### src/rtl/tone_detector.sv
// Tone period detector: measures the full period of a square-wave tone in
// CLOCK_50 cycles, rejects glitch edges shorter than MIN_PERIOD and drops
// back to silence after TIMEOUT_CYCLES without an accepted edge.
// Optional build macro TONE_DETECTOR_AVG_EN: report the average of the last
// four accepted periods instead of the raw period.
module tone_detector #(
    parameter int unsigned CLK_HZ         = 50000000,
    parameter int unsigned MIN_PERIOD     = 2500,
    parameter int unsigned TIMEOUT_CYCLES = 2500000
) (
    input  logic        CLOCK_50,
    input  logic        RESET_N,
    input  logic        TONE_IN,
    output logic [31:0] PERIOD,
    output logic        PERIOD_VALID,
    output logic        LOCKED,
    output logic        LED
);

    localparam logic [31:0] LP_MIN_PERIOD = 32'(MIN_PERIOD);
    localparam logic [31:0] LP_TIMEOUT_M1 = 32'(TIMEOUT_CYCLES - 1);

    if (CLK_HZ == 0 || TIMEOUT_CYCLES == 0 || TIMEOUT_CYCLES <= MIN_PERIOD) begin : g_bad_params
        $error("tone_detector: invalid parameter combination");
    end

    typedef enum logic [1:0] {StIdle, StAcquire, StLock} state_e;

    state_e      r_state;
    state_e      w_state_next;
    logic        r_sync1;
    logic        r_sync2;
    logic        r_sync3;
    logic        r_rise;
    logic [31:0] r_cnt;
    logic [31:0] r_period;
    logic        r_valid;
    logic        r_locked;
    logic [31:0] w_p;
    logic        w_accept;
    logic        w_timeout;
    logic        w_update;
    logic [31:0] w_period_next;
    logic        w_valid_next;
    logic        w_locked_next;

    // Two-flop synchronizer, previous-level flop and registered rise; the
    // extra rise register sets the three-clock input-to-output latency.
    always_ff @(posedge CLOCK_50 or negedge RESET_N) begin
        if (!RESET_N) begin
            r_sync1 <= 1'b0;
            r_sync2 <= 1'b0;
            r_sync3 <= 1'b0;
            r_rise  <= 1'b0;
        end else begin
            r_sync1 <= TONE_IN;
            r_sync2 <= r_sync1;
            r_sync3 <= r_sync2;
            r_rise  <= r_sync2 & ~r_sync3;
        end
    end

    // Candidate period is the saturating successor of the cycle counter.
    assign w_p       = (&r_cnt) ? r_cnt : r_cnt + 32'd1;
    assign w_accept  = r_rise && ((r_state == StIdle) || (w_p >= LP_MIN_PERIOD));
    // An accepted edge in the timeout cycle takes priority.
    assign w_timeout = (r_state != StIdle) && !w_accept && (r_cnt == LP_TIMEOUT_M1);
    assign w_update  = w_accept && (r_state != StIdle);

    // Cycle counter: cleared by an accepted edge, otherwise saturating count.
    always_ff @(posedge CLOCK_50 or negedge RESET_N) begin
        if (!RESET_N) begin
            r_cnt <= 32'd0;
        end else if (w_accept) begin
            r_cnt <= 32'd0;
        end else begin
            r_cnt <= w_p;
        end
    end

    // FSM state register.
    always_ff @(posedge CLOCK_50 or negedge RESET_N) begin
        if (!RESET_N) begin
            r_state <= StIdle;
        end else begin
            r_state <= w_state_next;
        end
    end

    // FSM next-state logic.
    always_comb begin
        w_state_next = r_state;
        if (w_accept) begin
            unique case (r_state)
                StIdle:    w_state_next = StAcquire;
                StAcquire: w_state_next = StLock;
                StLock:    w_state_next = StLock;
                default:   w_state_next = StIdle;
            endcase
        end else if (w_timeout) begin
            w_state_next = StIdle;
        end
    end

`ifdef TONE_DETECTOR_AVG_EN
    logic [31:0] r_hist [3];
    logic [1:0]  r_hist_cnt;
    logic [33:0] w_sum;
    logic [31:0] w_avg;

    assign w_sum = {2'b00, w_p} + {2'b00, r_hist[0]} + {2'b00, r_hist[1]} + {2'b00, r_hist[2]};
    assign w_avg = 32'(w_sum >> 2);

    // History of the three previous accepted periods; wiped on silence.
    always_ff @(posedge CLOCK_50 or negedge RESET_N) begin
        if (!RESET_N) begin
            r_hist[0]  <= 32'd0;
            r_hist[1]  <= 32'd0;
            r_hist[2]  <= 32'd0;
            r_hist_cnt <= 2'd0;
        end else if (w_timeout) begin
            r_hist[0]  <= 32'd0;
            r_hist[1]  <= 32'd0;
            r_hist[2]  <= 32'd0;
            r_hist_cnt <= 2'd0;
        end else if (w_update) begin
            r_hist[0] <= w_p;
            r_hist[1] <= r_hist[0];
            r_hist[2] <= r_hist[1];
            if (r_hist_cnt != 2'd3) begin
                r_hist_cnt <= r_hist_cnt + 2'd1;
            end
        end
    end

    // FSM output logic: publish only once four periods are in the window.
    always_comb begin
        w_period_next = r_period;
        w_valid_next  = 1'b0;
        w_locked_next = r_locked;
        if (w_update && (r_hist_cnt == 2'd3)) begin
            w_period_next = w_avg;
            w_valid_next  = 1'b1;
            w_locked_next = 1'b1;
        end else if (w_timeout) begin
            w_period_next = 32'd0;
            w_locked_next = 1'b0;
        end
    end
`else
    // FSM output logic: publish the raw period on every tracked edge.
    always_comb begin
        w_period_next = r_period;
        w_valid_next  = 1'b0;
        w_locked_next = r_locked;
        if (w_update) begin
            w_period_next = w_p;
            w_valid_next  = 1'b1;
            w_locked_next = 1'b1;
        end else if (w_timeout) begin
            w_period_next = 32'd0;
            w_locked_next = 1'b0;
        end
    end
`endif

    // Output registers.
    always_ff @(posedge CLOCK_50 or negedge RESET_N) begin
        if (!RESET_N) begin
            r_period <= 32'd0;
            r_valid  <= 1'b0;
            r_locked <= 1'b0;
        end else begin
            r_period <= w_period_next;
            r_valid  <= w_valid_next;
            r_locked <= w_locked_next;
        end
    end

    assign PERIOD       = r_period;
    assign PERIOD_VALID = r_valid;
    assign LOCKED       = r_locked;
    assign LED          = r_locked;

endmodule

### config.mk
export PLATFORM = sky130hd
export DESIGN_NAME = tone_detector
export DESIGN_NICKNAME = d
export VERILOG_FILES = /design/src/rtl/tone_detector.sv
export SDC_FILE = /design/constraint.sdc
export NUM_CORES = 1
export LEC_CHECK = 0
export ABC_CLOCK_PERIOD_IN_PS = 6110
export CAP_MARGIN = 10
export CORE_MARGIN = 2
export CORE_UTILIZATION = 57
export DETAILED_ROUTE_END_ITERATION = 8
export PLACE_DENSITY_LB_ADDON = 0.1
export SYNTH_ARGS = -nofsm -noshare
export SYNTH_HDL_FRONTEND = slang
export SYNTH_SLANG_ARGS = --single-unit
### constraint.sdc
create_clock -name CLOCK_50 -period 6.11 [get_ports CLOCK_50]
set_clock_uncertainty 0.15 [all_clocks]
set_input_delay 0.9165 -clock CLOCK_50 [delete_from_list [all_inputs] [get_ports CLOCK_50]]
set_output_delay 0.9165 -clock CLOCK_50 [all_outputs]
set_load 0.01 [all_outputs]
==> results.cfg <==
[run_status]
run_status = finished, final reports clean

[pwr]
sequentialPowerShare_pct = 44.7
p_int_uw = 863
total_leakage_power_nw = 2.25
power.density_nw_per_um2 = 276
power.share.clock_pct = 22.9
p_sw_share_pct = 34.9
p_sw_uw = 464
ir_drop_v = 0.000235
report.power.total_mw = 1.33
share_comb_of_total_power_pct = 32.3

[critical_path]
setup.worst_path.class = reg -> reg
r2r_cells = 10
worst_ep_arrival_time_ns = 4.71
critPathRequiredTime_ns = 6.21
ff2ff_setup_slack_ns = 1.51
critical_path.reg2reg.endpoint = PERIOD[13]
start_kind = flip-flop
critical_path.endpoint_type = flip-flop
r2r-start = r_cnt[0]
critical_path.max_fanout = 21

[global_routing]
antenna_found_initial = 0
grt_use_total_pct = 27.5
via_count_of_the_first_global_routing_pass = 3302
grt_pass1_wl_um = 17900
grt_max_degree = 73
grt.overflow.total = 0

[finish]
area.growth.synth_to_final_pct = 11.6
ratio_of_cells_with_drive_above_1_in_the_final_layout_pct = 7.58
final.fill_count = 635
ff_latch_area_um2 = 1800
footprint_of_the_multi_input_gates_um2 = 2300
antenna_cells_inserted = 0
layout_cell_area_excl_fill_um2 = 4800
final_net_count = 477
final_cells = 574

[place]
numPlacedInstances = 560
dp_slack_ns = 1.58
io_buffer_count = 37
post_dp_cell_area_um2 = 4650
gp_congestion = 0.995
detailedPlacementHpwl_um = 7700

[sta]
setup-tns-final_ns = 0
post-route-period-util_pct = 75.4
hold_violations = 0
number_of_max_slew_violations_in_the_final_report = 0
final.min_clock_period_ns = 4.60
maxSlewHeadroom_pct = 40.4
timing.final.setup_violations = 0
worst_slack_ns = 1.51
worst_pin_slew_ns = 0.895
rsz0062_at_grt = false
fmax_mhz = 217

[yosys]
synth_area_um2 = 4300
dominantRegCellSynth = dfrtp_1
netlist-cell-type-count = 53
ys_async_rst_share_pct = 100
number_of_nets_in_the_synthesized_netlist = 462
ys_warn_count = 0
syn_inst = 457
seq_area_frac_synth_pct = 41.9
synth-edff-count = 0
ys_seq_elements = 72
synthesis.area_per_instance_um2 = 9.42

[clocking]
clock_sinks = 72
post_cts.repair.setup_buffers = 0
cts_max_path_buffers = 2
clkSlewWorstSetupHoldPaths_ns = 0.07
cts_resized = 0
clk-insertion-delay-late_ns = 0.33
cts_max_level = 3
holdBufCountCts = 0
tritoncts = built
cts_inserted_buffers = 9
clock_tree.root_cell = clkbuf_8

[min_path]
worstHoldPathCells = 0
worstHoldEndpoint = r_sync2
min_path_type = reg -> reg
worst_hold_startpoint = r_sync1

[die]
fp.dieArea_um2 = 8260
die-width_um = 90.9
initial_utilization_pct = 59.0
coreArea_um2 = 7290
io-pin-count = 38
row_count = 31
die_height_um = 90.9

[routing]
drt_drc_violations_left = 0
post_drt_wl_per_cell_um = 18.8
detail_route.iter0.violations = 374
detailed_routing_iteration_count_for_the_pre_antenna_repair_pass = 5
ant_nets = 0
routed_via_density = 6.24
via_count = 3579
drt-total-wl_um = 10800

[run]
cap_viol_max_count = 0
-- power groups by stage --
stage                     Combinational, mW  Clock (mW)  Sequential (mW)
after floorplan                       0.325           0            0.577
after global placement                0.415           0            0.597
after detailed placement              0.426           0            0.602
after CTS                             0.429       0.316            0.593
after global routing                  0.466       0.336            0.602
final                                 0.429       0.305            0.594
-- flip-flops by register name, summed over array words and instances (netlist names) --
signal and flops:
r_state 2, r_sync2 1, PERIOD_VALID 1, r_cnt 32, r_sync3 1, r_sync1 1
LED 1, r_rise 1, PERIOD 32
-- final cells by class --
type | instances | area share (%)
Timing Repair Buffer | 41 | 8.23
Tap cell | 99 | 2.58
Sequential cell | 72 | 37.5
Inverter | 8 | 0.625
Clock buffer | 10 | 2.66
Clock inverter | 4 | 0.495
Multi-Input combinational cell | 340 | 47.9
-- cells in the mapped netlist, types with 9 or more instances --
cell / instances / share of area (%)
a21oi_1: 15 / 1.7
and2_1: 17 / 2.5
buf_2: 16 / 1.9
clkbuf_1: 16 / 1.4
dfrtp_1: 72 / 42
mux2i_1: 53 / 12
nand2_1: 56 / 4.9
nand3_1: 17 / 2.0
nand4_1: 17 / 2.5
nor2_1: 29 / 2.5
nor2b_1: 10 / 1.5
nor4_1: 9 / 1.3
o21ai_0: 13 / 1.5
xnor2_1: 17 / 3.5
-- through the flow --
step                      hold slack (ns)  util (%)
after detailed placement            0.192      63.8
after floorplan                     0.181         -
after global routing                0.223      65.9
final                               0.213      65.9
after CTS                           0.218      65.9
after global placement              0.193      63.8
-- worst max path at each step --
stage | slack, ns | startpoint | to
3_5_place_dp | 1.58 | r_cnt[0] | PERIOD[16]
4_1_cts | 1.56 | r_cnt[0] | PERIOD[16]
3_3_place_gp | 1.70 | r_cnt[0] | r_state[0]
2_1_floorplan | 2.64 | r_cnt[0] | PERIOD[10]
6_report | 1.51 | r_cnt[0] | PERIOD[13]
5_1_grt | 1.27 | r_cnt[0] | PERIOD[16]
-- per-layer routing --
metal | wire length (um) | global-route usage [%] | vias to the layer above
li1 | - | - | 1658
met1 | 5090 | 43.9 | 1704
met2 | 4410 | 36.9 | 191
met3 | 1120 | 6.51 | 26
met4 | 201 | 7.70 | 0
met5 | 0 | 0 | -
-- logic make-up after synthesis --
logic type,after synthesis,synth area share [%]
mux,53,12.3
compound gates,55,8.46
fa+ha+maj,2,0.581
buf+inv,45,4.83
xor+xnor,25,5.09
simple gates,205,26.8
flops,72,41.9
-- critical path, stage by stage, from the launching register on --
cell and delay (ns):
dfrtp_1 0.42, ha_1 0.35, nand4_2 0.22, or4_1 0.68, or3_1 0.59, a311oi_1 0.35
o2111ai_1 0.13, or4_4 0.48, o21ai_4 0.51, buf_4 0.40, mux2i_1 0.24
-- layout by cell type (no fill, tap or decap), types with 9 or more instances in the layout --
| cell type | n |
|---|---|
| nand3_1 | 17 |
| and2_1 | 17 |
| o21ai_0 | 13 |
| nor2b_1 | 10 |
| nand4_1 | 17 |
| mux2i_1 | 53 |
| nor4_1 | 9 |
| clkbuf_8 | 9 |
| dfrtp_1 | 72 |
| clkdlybuf4s50_1 | 36 |
| a21oi_1 | 15 |
| xnor2_1 | 17 |
| nor2_1 | 29 |
| nand2_1 | 56 |
Power figures use the tool's default switching activity.
